### config.mk
export PLATFORM = sky130hd
export DESIGN_NAME = phase_seq_gen
export DESIGN_NICKNAME = d
export VERILOG_FILES = /design/src/rtl/seqgen_pkg.sv /design/src/rtl/seqgen_prescaler.sv /design/src/rtl/phase_seq_gen.sv
export SDC_FILE = /design/constraint.sdc
export NUM_CORES = 1
export LEC_CHECK = 0
export BUFFER_PORTS_ARGS = -buffer_cell sky130_fd_sc_hd__buf_2
export CORE_MARGIN = 5
export CORE_UTILIZATION = 59
export CTS_BUF_LIST = sky130_fd_sc_hd__clkbuf_8
export DETAILED_ROUTE_END_ITERATION = 16
export GPL_TIMING_DRIVEN = 1
export PLACE_DENSITY_LB_ADDON = 0.3
export SYNTH_ARGS = -nofsm -noshare
export SYNTH_HDL_FRONTEND = slang
export SYNTH_SLANG_ARGS = --single-unit
### constraint.sdc
create_clock -name clk -period 6.1 [get_ports clk]
set_input_delay 0.915 -clock clk [delete_from_list [all_inputs] [get_ports clk]]
set_output_delay 0.915 -clock clk [all_outputs]
set_load 0.05 [all_outputs]
### src/rtl/seqgen_pkg.sv
// Shared constants and helpers for the one-hot phase sequencer family.
package seqgen_pkg;

  localparam int unsigned MAX_PH = 16;

  localparam logic MODE_RING     = 1'b0;
  localparam logic MODE_PINGPONG = 1'b1;
  localparam logic DIR_UP        = 1'b0;
  localparam logic DIR_DOWN      = 1'b1;

  // Phase idx maps to bit (n-1-idx); out-of-range requests yield all-zero.
  function automatic logic [MAX_PH-1:0] onehot_of(input int unsigned idx, input int unsigned n);
    logic [MAX_PH-1:0] r;
    r = '0;
    if (idx < n && n <= MAX_PH) r = MAX_PH'(1) << (n - 1 - idx);
    return r;
  endfunction

  function automatic int unsigned clamp_idx(input int unsigned idx, input int unsigned n);
    return (idx >= n) ? (n - 1) : idx;
  endfunction

endpackage

### src/rtl/seqgen_prescaler.sv
// Step-rate prescaler: one step every div+1 enabled cycles, synchronous clear.
module seqgen_prescaler #(
  parameter int unsigned DIV_W = 8
) (
  input  logic             clk,
  input  logic             clr,
  input  logic             en,
  input  logic [DIV_W-1:0] div,
  input  logic             sclr,
  output logic             step_c
);

  logic [DIV_W-1:0] cnt;

  // >= so that lowering div below a running count steps right away
  assign step_c = en && (cnt >= div);

  always_ff @(posedge clk or negedge clr) begin
    if (!clr)          cnt <= '0;
    else if (sclr)     cnt <= '0;
    else if (step_c)   cnt <= '0;
    else if (en)       cnt <= cnt + DIV_W'(1);
  end

endmodule

### src/rtl/phase_seq_gen.sv
// N-phase one-hot sequencer (ring up/down or ping-pong) with registered outputs.
// Optional dead time between phases when SEQGEN_DEADTIME_EN is defined.
module phase_seq_gen
  import seqgen_pkg::*;
#(
  parameter int unsigned N_PH   = 4,
  parameter int unsigned DIV_W  = 8,
  parameter int unsigned DEAD_W = 4
) (
  input  logic                    clk,
  input  logic                    clr,
  input  logic                    en,
  input  logic                    mode,
  input  logic                    dir,
  input  logic [DIV_W-1:0]        div,
  input  logic                    load,
  input  logic [$clog2(N_PH)-1:0] load_idx,
`ifdef SEQGEN_DEADTIME_EN
  input  logic [DEAD_W-1:0]       dead,
`endif
  output logic [N_PH-1:0]         out,
  output logic [$clog2(N_PH)-1:0] idx,
  output logic                    tick,
  output logic                    wrap
);

  localparam int unsigned IDX_W = $clog2(N_PH);
  localparam logic [IDX_W-1:0] IDX_LAST = IDX_W'(N_PH - 1);
  localparam logic [IDX_W-1:0] IDX_PEN  = IDX_W'(N_PH - 2);
  localparam logic [N_PH-1:0]  OUT_RST  = N_PH'(onehot_of(0, N_PH));

  if (N_PH < 2 || N_PH > MAX_PH || DEAD_W == 0) begin : g_param_err
    $error("phase_seq_gen: unsupported parameter values");
  end

  logic             step_c;
  logic             pdir, pdir_nxt;
  logic [IDX_W-1:0] idx_nxt;
  logic             tick_nxt, wrap_nxt;
  logic [N_PH-1:0]  out_nxt, phase_oh;

  seqgen_prescaler #(.DIV_W(DIV_W)) u_prescaler (
    .clk    (clk),
    .clr    (clr),
    .en     (en),
    .div    (div),
    .sclr   (load),
    .step_c (step_c)
  );

  // Phase index / ping-pong direction next state; load outranks a step.
  always_comb begin
    idx_nxt  = idx;
    pdir_nxt = pdir;
    tick_nxt = 1'b0;
    wrap_nxt = 1'b0;
    if (load) begin
      idx_nxt  = IDX_W'(clamp_idx(32'(load_idx), N_PH));
      pdir_nxt = DIR_UP;
    end else if (step_c) begin
      tick_nxt = 1'b1;
      if (mode == MODE_RING) begin
        if (dir == DIR_UP) begin
          if (idx == IDX_LAST) begin
            idx_nxt  = '0;
            wrap_nxt = 1'b1;
          end else begin
            idx_nxt = idx + IDX_W'(1);
          end
        end else begin
          if (idx == '0) begin
            idx_nxt  = IDX_LAST;
            wrap_nxt = 1'b1;
          end else begin
            idx_nxt = idx - IDX_W'(1);
          end
        end
      end else begin
        if (pdir == DIR_UP) begin
          if (idx == IDX_LAST) begin
            idx_nxt  = IDX_PEN;
            pdir_nxt = DIR_DOWN;
            wrap_nxt = 1'b1;
          end else begin
            idx_nxt = idx + IDX_W'(1);
          end
        end else begin
          if (idx == '0) begin
            idx_nxt  = IDX_W'(1);
            pdir_nxt = DIR_UP;
            wrap_nxt = 1'b1;
          end else begin
            idx_nxt = idx - IDX_W'(1);
          end
        end
      end
    end
  end

  assign phase_oh = N_PH'(onehot_of(32'(idx_nxt), N_PH));

`ifdef SEQGEN_DEADTIME_EN
  logic [DEAD_W-1:0] dead_cnt, dead_nxt;

  // Blank the output for `dead` enabled cycles after every step.
  always_comb begin
    dead_nxt = dead_cnt;
    out_nxt  = out;
    if (load) begin
      dead_nxt = '0;
      out_nxt  = phase_oh;
    end else if (step_c) begin
      dead_nxt = dead;
      out_nxt  = (dead == '0) ? phase_oh : '0;
    end else if (en && dead_cnt != '0) begin
      dead_nxt = dead_cnt - DEAD_W'(1);
      out_nxt  = (dead_cnt == DEAD_W'(1)) ? phase_oh : '0;
    end
  end

  always_ff @(posedge clk or negedge clr) begin
    if (!clr) dead_cnt <= '0;
    else      dead_cnt <= dead_nxt;
  end
`else
  always_comb begin
    out_nxt = phase_oh;
  end
`endif

  always_ff @(posedge clk or negedge clr) begin
    if (!clr) begin
      idx  <= '0;
      pdir <= DIR_UP;
      out  <= OUT_RST;
      tick <= 1'b0;
      wrap <= 1'b0;
    end else begin
      idx  <= idx_nxt;
      pdir <= pdir_nxt;
      out  <= out_nxt;
      tick <= tick_nxt;
      wrap <= wrap_nxt;
    end
  end

endmodule

Word-level counts from Yosys, hierarchy flattened:

Cells that the tools add are included.

* output and inout port bits: 8
* word-level logic and storage cells: 45
* register bits: 17
* bits of input ports: 16

* shift-type cells: 1
* reduce and logical (&&, ||, !) cells: 6
* eq/ne operators: 1
* order comparisons: 1
* muxes and demuxes: 26
* add/subtract/negate cells: 4

Operator list (count)
* 1-bit by 32-bit left shift with 4-bit output (first input constant): 1
* 8-bit 2-to-1 mux: 3
* 2-bit 2-to-1 mux: 9
* 1-bit 2-to-1 mux: 14
* 8-bit by 1-bit adder with 8-bit output (second input constant): 1
* 8-bit >= comparator: 1
* 2-bit nonzero test: 2
* 3-bit nonzero test: 1
* 2-bit by 2-bit subtractor with 3-bit output (first input constant): 1
* 2-bit by 1-bit adder with 2-bit output (second input constant): 1
* 2-bit equality test (second input constant): 1
* 2-bit zero test: 1
* 2-bit AND reduction: 1
* 2-bit by 1-bit subtractor with 2-bit output (second input constant): 1
* 1-bit logical AND: 1

Longest topological paths before layout:

Gate-level depths: netlist (run 1).

* word-level depth: 8
* mapped depth: 8
* gate-level depth less buffers: 7

Cells and area by module:

Synthesis (run 1) repeated with hierarchy kept, for this count alone.

* cell total of the unflattened synthesis: 128
* area total of the unflattened synthesis: 1181.1 µm²

By module, submodules not included
* seqgen_prescaler: cells each 81, times used 1, area each 676.9 µm², seq. area each 200.2 µm²
* phase_seq_gen: cells each 47, times used 1, area each 504.2 µm², seq. area each 226.5 µm²

Least setup slack after synthesis (run 1):

No wires, ideal clock.

* kind: input port to flip-flop
* from: in div[7]
* to: reg out[3]
* required time: 6.025 ns
* stages: 8
* slack: 3.492 ns
* path buffers: 1
* arrival time: 2.533 ns
* path through: inv_1 ha_1 and3_1 a221o_1 a22oi_2 buf_6 mux2i_1 nor3b_2

* word-level cells in the longest chain between the ends: 6

Ends and longest elaborated chain
* start, declared: line phase_seq_gen.sv:15 `input logic [DIV_W-1:0] div,`
* 8-bit >= comparator: line seqgen_prescaler.sv:16 `assign step_c = en && (cnt >= div);`
* 1-bit logical AND: line seqgen_prescaler.sv:16
* 2-bit 2-to-1 mux: line phase_seq_gen.sv:60 `end else if (step_c) begin`
* 2-bit 2-to-1 mux: line phase_seq_gen.sv:57 `if (load) begin`
* 2-bit by 2-bit subtractor with 3-bit output: line seqgen_pkg.sv:15 `if (idx < n && n <= MAX_PH) r = MAX_PH'(1) << (n - 1 - idx);`
* 1-bit by 32-bit left shift with 4-bit output: line seqgen_pkg.sv:15
* named net out_nxt[3]: line phase_seq_gen.sv:40 `logic [N_PH-1:0] out_nxt, phase_oh;`
* end signal, assigned: line phase_seq_gen.sv:141 `out <= out_nxt;`
* end, declared: line phase_seq_gen.sv:21 `output logic [N_PH-1:0] out,`

The timed path passes the listed nets, and every way through them passes these cells.
A chain may end at the register's enable or synchronous reset.

Worst setup path in the final report (run 1):

Ends and elaborated chain as after synthesis.

==> impl_results.md, run 1 <==
- Final slew viol count: 0
- CP arrival: approximately 2.9 ns
- Setup violators final: 0
- DIE WIDTH: 52.1 microns
- Tot Pwr: approximately 0.25 mW
- Largest net degree at the start of global routing: 18
- Final Hold Viols: 0
- Die height: 52.1 microns
- CP Max Fanout: 11
- CTS sink cnt: 17
- CP Capture Type: flip-flop
- Via count: 835
- Cell area after synthesis: about 1000 sq um
- # diodes: 0
- IO Count: 24
- First-pass GRT wire length: about 3500 microns
- P per Cell Area: 208 nW/um^2
- ANT nets after route: 0
- Flops & latches, synth: 17
- WL/cell: roughly 13 microns
- Setup WS pre-CTS: roughly 3 ns
- Number of buffers and inverters on the critical path: 2
- Commonest non-fill, non-tap cells in the layout: 23 x buf_2, 16 x dfrtp_1, 12 x inv_1, 12 x nand2_1, 12 x nor2_1
- Final worst slack: roughly 3.3 ns
- Least-Margin Pin Slew: roughly 0.54 ns
- Detailed placement HPWL: 1600 microns
- Min-delay worst type: in2async
- P&R area growth vs syn: 16.5%
- Grt total ovfl: 0
- Maxcap violations: 0
- Final nets: 162
- Crit-path leading delay family: compound AO/OA/AOI/OAI gates
- RSZ-0062 raised after global routing: no
- Worst-path cell chain: buf_2, inv_1, ha_1, and3_1, a221o_1, a22oi_2, mux2i_1, nor3b_2
- Rows: 15
- DRC violations left: 0
- Post-Syn Instances: between 100 and 150
- Number of gates resized after cts: 0
- Outcome: finished clean
- CP Launch Type: input port
- Clock transition at path regs: 0.06 ns
- Layout cells sized above 1: 0.231
- Seq/Total Area, Yosys: 0.409
- Cts bufs inserted: 3
- Min Tclk post-route: 2.77 ns
- Max Clk Rate: 361 MHz
- Flip-flop and latch area: 427 sq um
- CTS hold repair buffers: 0
- Netlist cell types: 33
- Drt initial violations: 10
- CP Data Required Time: approximately 6.3 ns
- Max_slew headroom: 0.641
- Area of the multi-input gates: around 550 sq um
- Vias in the first global route: approximately 840
- Vias/cell: approximately 5.3
- Max clock buf depth: 2
- Class of the most critical setup path: in2reg
- Setup TNS: 0 ns
- Clk root buf: clkbuf_8
- Yosys warns: 0
- Post-CTS Setup Repair Bufs: 0
- Clock Latency Late Sink: between 0.2 and 0.3 ns
- DRT Pass-1 Iters: 4
- Gr usage total: 0.174
- Leak: approximately 0.66 nW
- Syn Nets: about 140
- Filler cell count: between 100 and 150
- Core region area: around 1700 sq um
- Crit share post-route: 0.454
- DRT Wirelength: a little over 2000 microns
- Synthesized area per cell: ~9.5 sq um
- Initial antenna violation count: 0
- TritonCTS clock tree: done
- Clk_skew: about 0.0024 ns
- Die outline area: between 2000 and 3000 sq um
- CP peak stage delay: around 0.43 ns
- Most common cell after layout, fill and taps aside: buf_2
- H-tree depth: 1
- Peak VDD IR: 231 uV
- Starting Density: 0.611
- Slowest stage cell, crit path: a22oi_2
- PortBufs: 23
- GPL Wtd Cong: between 0.7 and 0.8
[layout make-up]
cell class,instances,area share
multi-input combinational,78,0.454
sequential,17,0.351
timing repair buffer,23,0.0946
inverter,12,0.0370
clock buffer,3,0.0340
tap,25,0.0257
clock inverter,1,0.00412
[cell usage after synthesis, drive strengths merged]
cell type   n  area (sq um)
dfrtp      16           400
inv        12          45.0
nand2      12          45.0
nor2       12          45.0
ha         11           138
a21oi       5          25.0
nand3       4          20.0
xor2        4          35.0
and3        3          18.8
nand2b      3          18.8
o21ai       3          15.0
a221o       2          20.0
buf         2          16.3
mux2i       2          20.0
nor3b       2          20.0
xnor2       2          17.5
a211o       1          8.76
a211oi      1          7.51
a21boi      1          7.51
a21o        1          7.51
a221oi      1          8.76
a22oi       1          12.5
a31oi       1          6.26
clkbuf      1          3.75
dfstp       1          26.3
nand4       1          6.26
nand4bb     1          11.3
nor3        1          5.00
o2111a      1          11.3
o2111ai     1          8.76
o211ai      1          12.5
[worst reg2reg max path: cells and delay by family (launching register included)]
family | cells | cell delay (ns)
fa+ha+maj | 1 | 0.32
flops | 1 | 0.44
compound gates | 2 | 0.80
simple gates | 2 | 0.39
mux | 1 | 0.41
[kinds of logic after synthesis]
logic type               count (synthesis)  synth area share
adder cells (fa/ha/maj)                 11             0.132
multiplexers                             2            0.0192
AO/OA/AOI/OAI                           20             0.145
AND/OR/NAND/NOR                         39             0.182
flip-flops                              17             0.409
buffers and inverters                   15            0.0623
XOR/XNOR                                 6            0.0504
[layer usage]
metal  up-vias  part of all wire  wire length (microns)  global-route usage
li1        426                 -                      -                   -
met1       393              0.43                    874               0.202
met2        14              0.51                   1040               0.295
met3         2             0.051                    104              0.0630
met4         0            0.0064                     13              0.0568
met5         -                 0                      0                   0
[worst paths after layout]
kind / from / cells after the start / end / slack (ns)
hold reg to reg: u_prescaler.cnt[7]$_DFFE_PN0P_ / 2 / u_prescaler.cnt[7]$_DFFE_PN0P_ / 0.57
max in group asynchronous: clr / 1 / out[3]$_DFF_PN1_ / 5.22
setup reg to reg: u_prescaler.cnt[6]$_DFFE_PN0P_ / 6 / out[3]$_DFF_PN1_ / 3.67
hold / removal: clr / 1 / u_prescaler.cnt[1]$_DFFE_PN0P_ / 0.57
setup / recovery: div[7] / 8 / out[3]$_DFF_PN1_ / 3.33
min in group clk: u_prescaler.cnt[7]$_DFFE_PN0P_ / 2 / u_prescaler.cnt[7]$_DFFE_PN0P_ / 0.57
[registers in the layout (all words and copies together) (netlist names)]
| name | flops |
|---|---|
| u_prescaler.cnt | 8 |
| out | 4 |
| idx | 2 |
| pdir | 1 |
| tick | 1 |
| wrap | 1 |
[power breakdown]
group	switching (mW)	total (mW)	internal [mW]
clock	0.0353	0.0805	0.0452
combinational	0.0343	0.0511	0.0168
sequential	0.00305	0.121	0.118
total	0.0727	0.253	0.180
[per-stage QoR]
stage | cell area (sq um) | hold WS [ns] | utilization | cells
floorplan | 1040 | 0.514 | - | 110
global placement | 1170 | 0.541 | 0.685 | 155
detailed placement | 1170 | 0.567 | 0.685 | 155
CTS | 1220 | 0.578 | 0.712 | 159
global route | 1220 | 0.594 | 0.712 | 159
finish | 1220 | 0.570 | 0.712 | 159
Power figures use the tool's default switching activity.
==> run 2, diff against run 1 <==
--- a/config.mk
+++ b/config.mk
@@ -7,7 +7,7 @@
 export LEC_CHECK = 0
 export BUFFER_PORTS_ARGS = -buffer_cell sky130_fd_sc_hd__buf_2
 export CORE_MARGIN = 5
-export CORE_UTILIZATION = 59
+export CORE_UTILIZATION = 55
 export CTS_BUF_LIST = sky130_fd_sc_hd__clkbuf_8
 export DETAILED_ROUTE_END_ITERATION = 16
 export GPL_TIMING_DRIVEN = 1
==> constraint.sdc (replaced) <==
create_clock -name clk -period 2.8 [get_ports clk]
set_input_delay 0.42 -clock clk [delete_from_list [all_inputs] [get_ports clk]]
set_output_delay 0.42 -clock clk [all_outputs]
set_load 0.05 [all_outputs]
==> impl_results.md, run 2 (synthesized netlist as in run 1, its figures left out) <==
- Initial antenna violation count: 0 (unchanged)
- Gr usage total: 0.166 (-0.00836)
- Clock Latency Late Sink: 0.25 ns (about the same)
- Most common cell after layout, fill and taps aside: buf_2
- Drt initial violations: 4 (-6)
- Tot Pwr: 0.557 mW (+120%)
- CP Capture Type: flip-flop
- Sequential share of power: 0.474 (-0.005)
- Vias in the first global route: 819 (-2.2%)
- Grt total ovfl: 0 (unchanged)
- DRC violations left: 0 (unchanged)
- Leak: 0.665 nW (+0.63%)
- Number of gates resized after cts: 0 (unchanged)
- Number of buffers and inverters on the critical path: 0 (-2)
- Slowest stage cell, crit path: dfrtp_1
- CP peak stage delay: 0.43 ns (about the same)
- Min Tclk post-route: around 2.2 ns
- P per Cell Area: 455 nW/um^2 (+120%)
- Core region area: 1760 sq um (+3.3%)
- Min-delay worst type: in2async
- Detailed placement HPWL: 1620 microns (+1.3%)
- CTS hold repair buffers: 0 (unchanged)
- DIE WIDTH: 53.6 microns (+2.9%)
- Max Clk Rate: between 400 and 500 MHz
- GPL Wtd Cong: 0.851 (+11%)
- Crit-path leading delay family: compound AO/OA/AOI/OAI gates
- Largest net degree at the start of global routing: 18 (unchanged)
- Setup TNS: 0 ns (unchanged)
- CP Launch Type: flip-flop
- Logic pwr share: 0.202 (about the same)
- CTS sink cnt: 17 (unchanged)
- Clk_skew: 0.00460 ns (+0.00218 ns)
- Die outline area: 2870 sq um (+5.8%)
- First-pass GRT wire length: 3460 microns (-0.40%)
- Peak VDD IR: 396 uV (+71%)
- IO Count: 24 (unchanged)
- Vias/cell: 5.32 (+1.3%)
- Max clock buf depth: 2 (unchanged)
- Maxcap violations: 0 (unchanged)
- Post-CTS Setup Repair Bufs: 0 (unchanged)
- Final slew viol count: 0 (unchanged)
- Filler cell count: 156 (+9.9%)
- Layout cells sized above 1: 0.237 (+0.00569)
- # diodes: 0 (unchanged)
- RSZ-0062 raised after global routing: no
- Hold WS: 0.0837 ns (-0.487 ns)
- CP arrival: 2.42 ns (-0.52 ns)
- CP Launch Point: u_prescaler.cnt[6]$_DFFE_PN0P_
- TritonCTS clock tree: done
- Setup violators final: 0 (unchanged)
- Largest regs: u_prescaler.cnt x8, out x4, idx x2
- P&R area growth vs syn: 17.3%
- Crit share post-route: 0.801
- Largest register by flop count: u_prescaler.cnt
- ANT nets after route: 0 (unchanged)
- Max FFs per register: 8 (unchanged)
- Net switching power: 0.164 mW (+130%)
- CP Max Fanout: 6 (-5)
- Cts bufs inserted: 3 (unchanged)
- Finished Layout Cells: 160 (+0.63%)
- Rows: 15 (unchanged)
- Class of the most critical setup path: reg2reg
- Int Pwr: 0.393 mW (+120%)
- Final nets: 163 (+0.62%)
- PortBufs: 23 (unchanged)
- DRT Wirelength: 2090 microns (+3.2%)
- Starting Density: 0.591 (-0.0195)
- Die height: 53.6 microns (+2.9%)
- Max_slew headroom: 0.742 (+0.100)
- Clock Power Share: 0.325 (+0.006)
- Final worst slack: 0.557 ns (-2.78 ns)
- DRT Pass-1 Iters: 4 (unchanged)
- WL/cell: 13.1 microns (+2.5%)
- Outcome: finished clean
- Final Hold Viols: 0 (unchanged)
- Worst r2r src: u_prescaler.cnt[6]$_DFFE_PN0P_
- Clk root buf: clkbuf_8
- CP Data Required Time: 2.98 ns (-3.30 ns)
- Switching Share: 0.295 (+0.00711)
- Commonest non-fill, non-tap cells in the layout: 23 x buf_2, 16 x dfrtp_1, 12 x inv_1, 12 x nand2_1, 12 x nor2_1
- Clock transition at path regs: 0.07 ns (about the same)
- Least-Margin Pin Slew: 0.387 ns (-0.150 ns)
- Via count: 851 (+1.9%)
- Worst-path cell chain: ha_1, and3_1, a221o_1, a22oi_2, mux2i_1, nor3b_2
- H-tree depth: 1 (unchanged)
- Setup WS pre-CTS: 0.426 ns (-2.65 ns)
- Placed Cells: 156 (+0.65%)
[run 2: stage by stage]
stage          area (sq um)   util
3_3_place_gp           1180  0.667
6_report               1220  0.694
2_1_floorplan          1040      -
5_1_grt                1220  0.694
3_5_place_dp           1180  0.667
4_1_cts                1220  0.694
[run 2: layout make-up]
cell class	count	area, sq um	area share
multi-input cells	78	552	0.451
flip-flops and latches	17	427	0.349
repair buffers	24	123	0.100
inverters	12	45.0	0.0368
clock buffers	3	41.3	0.0337
well taps	25	31.3	0.0256
clock inverters	1	5.00	0.00409
[run 2: path summary, 6_finish.rpt]
path                                                   to  slack [ns]  cells past startpoint
setup / recovery                         out[3]$_DFF_PN1_        0.56                      6
hold / removal             u_prescaler.cnt[1]$_DFFE_PN0P_        0.08                      1
setup reg to reg                         out[3]$_DFF_PN1_        0.56                      6
hold reg to reg            u_prescaler.cnt[7]$_DFFE_PN0P_        0.56                      2
max in group asynchronous                out[3]$_DFF_PN1_        2.40                      1
min in group clk                         idx[0]$_DFF_PN0_        0.46                      3
[run 2: power by group through the flow]
stage	combinational, mW	clock [mW]	sequential, mW
floorplan	0.0471	0	0.298
global placement	0.109	0	0.268
detailed placement	0.113	0	0.268
CTS	0.114	0.184	0.264
global route	0.124	0.194	0.266
finish	0.112	0.181	0.264
[run 2: routing by layer]
layer	vias to the layer above	wire length (microns)	GRT usage
met4	0	17	0.0511
li1	433	-	-
met5	-	0	0
met1	403	963	0.204
met3	2	75	0.0332
met2	13	1040	0.290
[run 2: worst reg2reg max path: cells and delay by family, from the launching register on]
family / cells / cell delay (ns)
AOI/OAI and AO/OA: 2 / 0.66
adders and majority gates: 1 / 0.31
DFF: 1 / 0.43
muxes: 1 / 0.39
and+or+nand+nor: 2 / 0.38
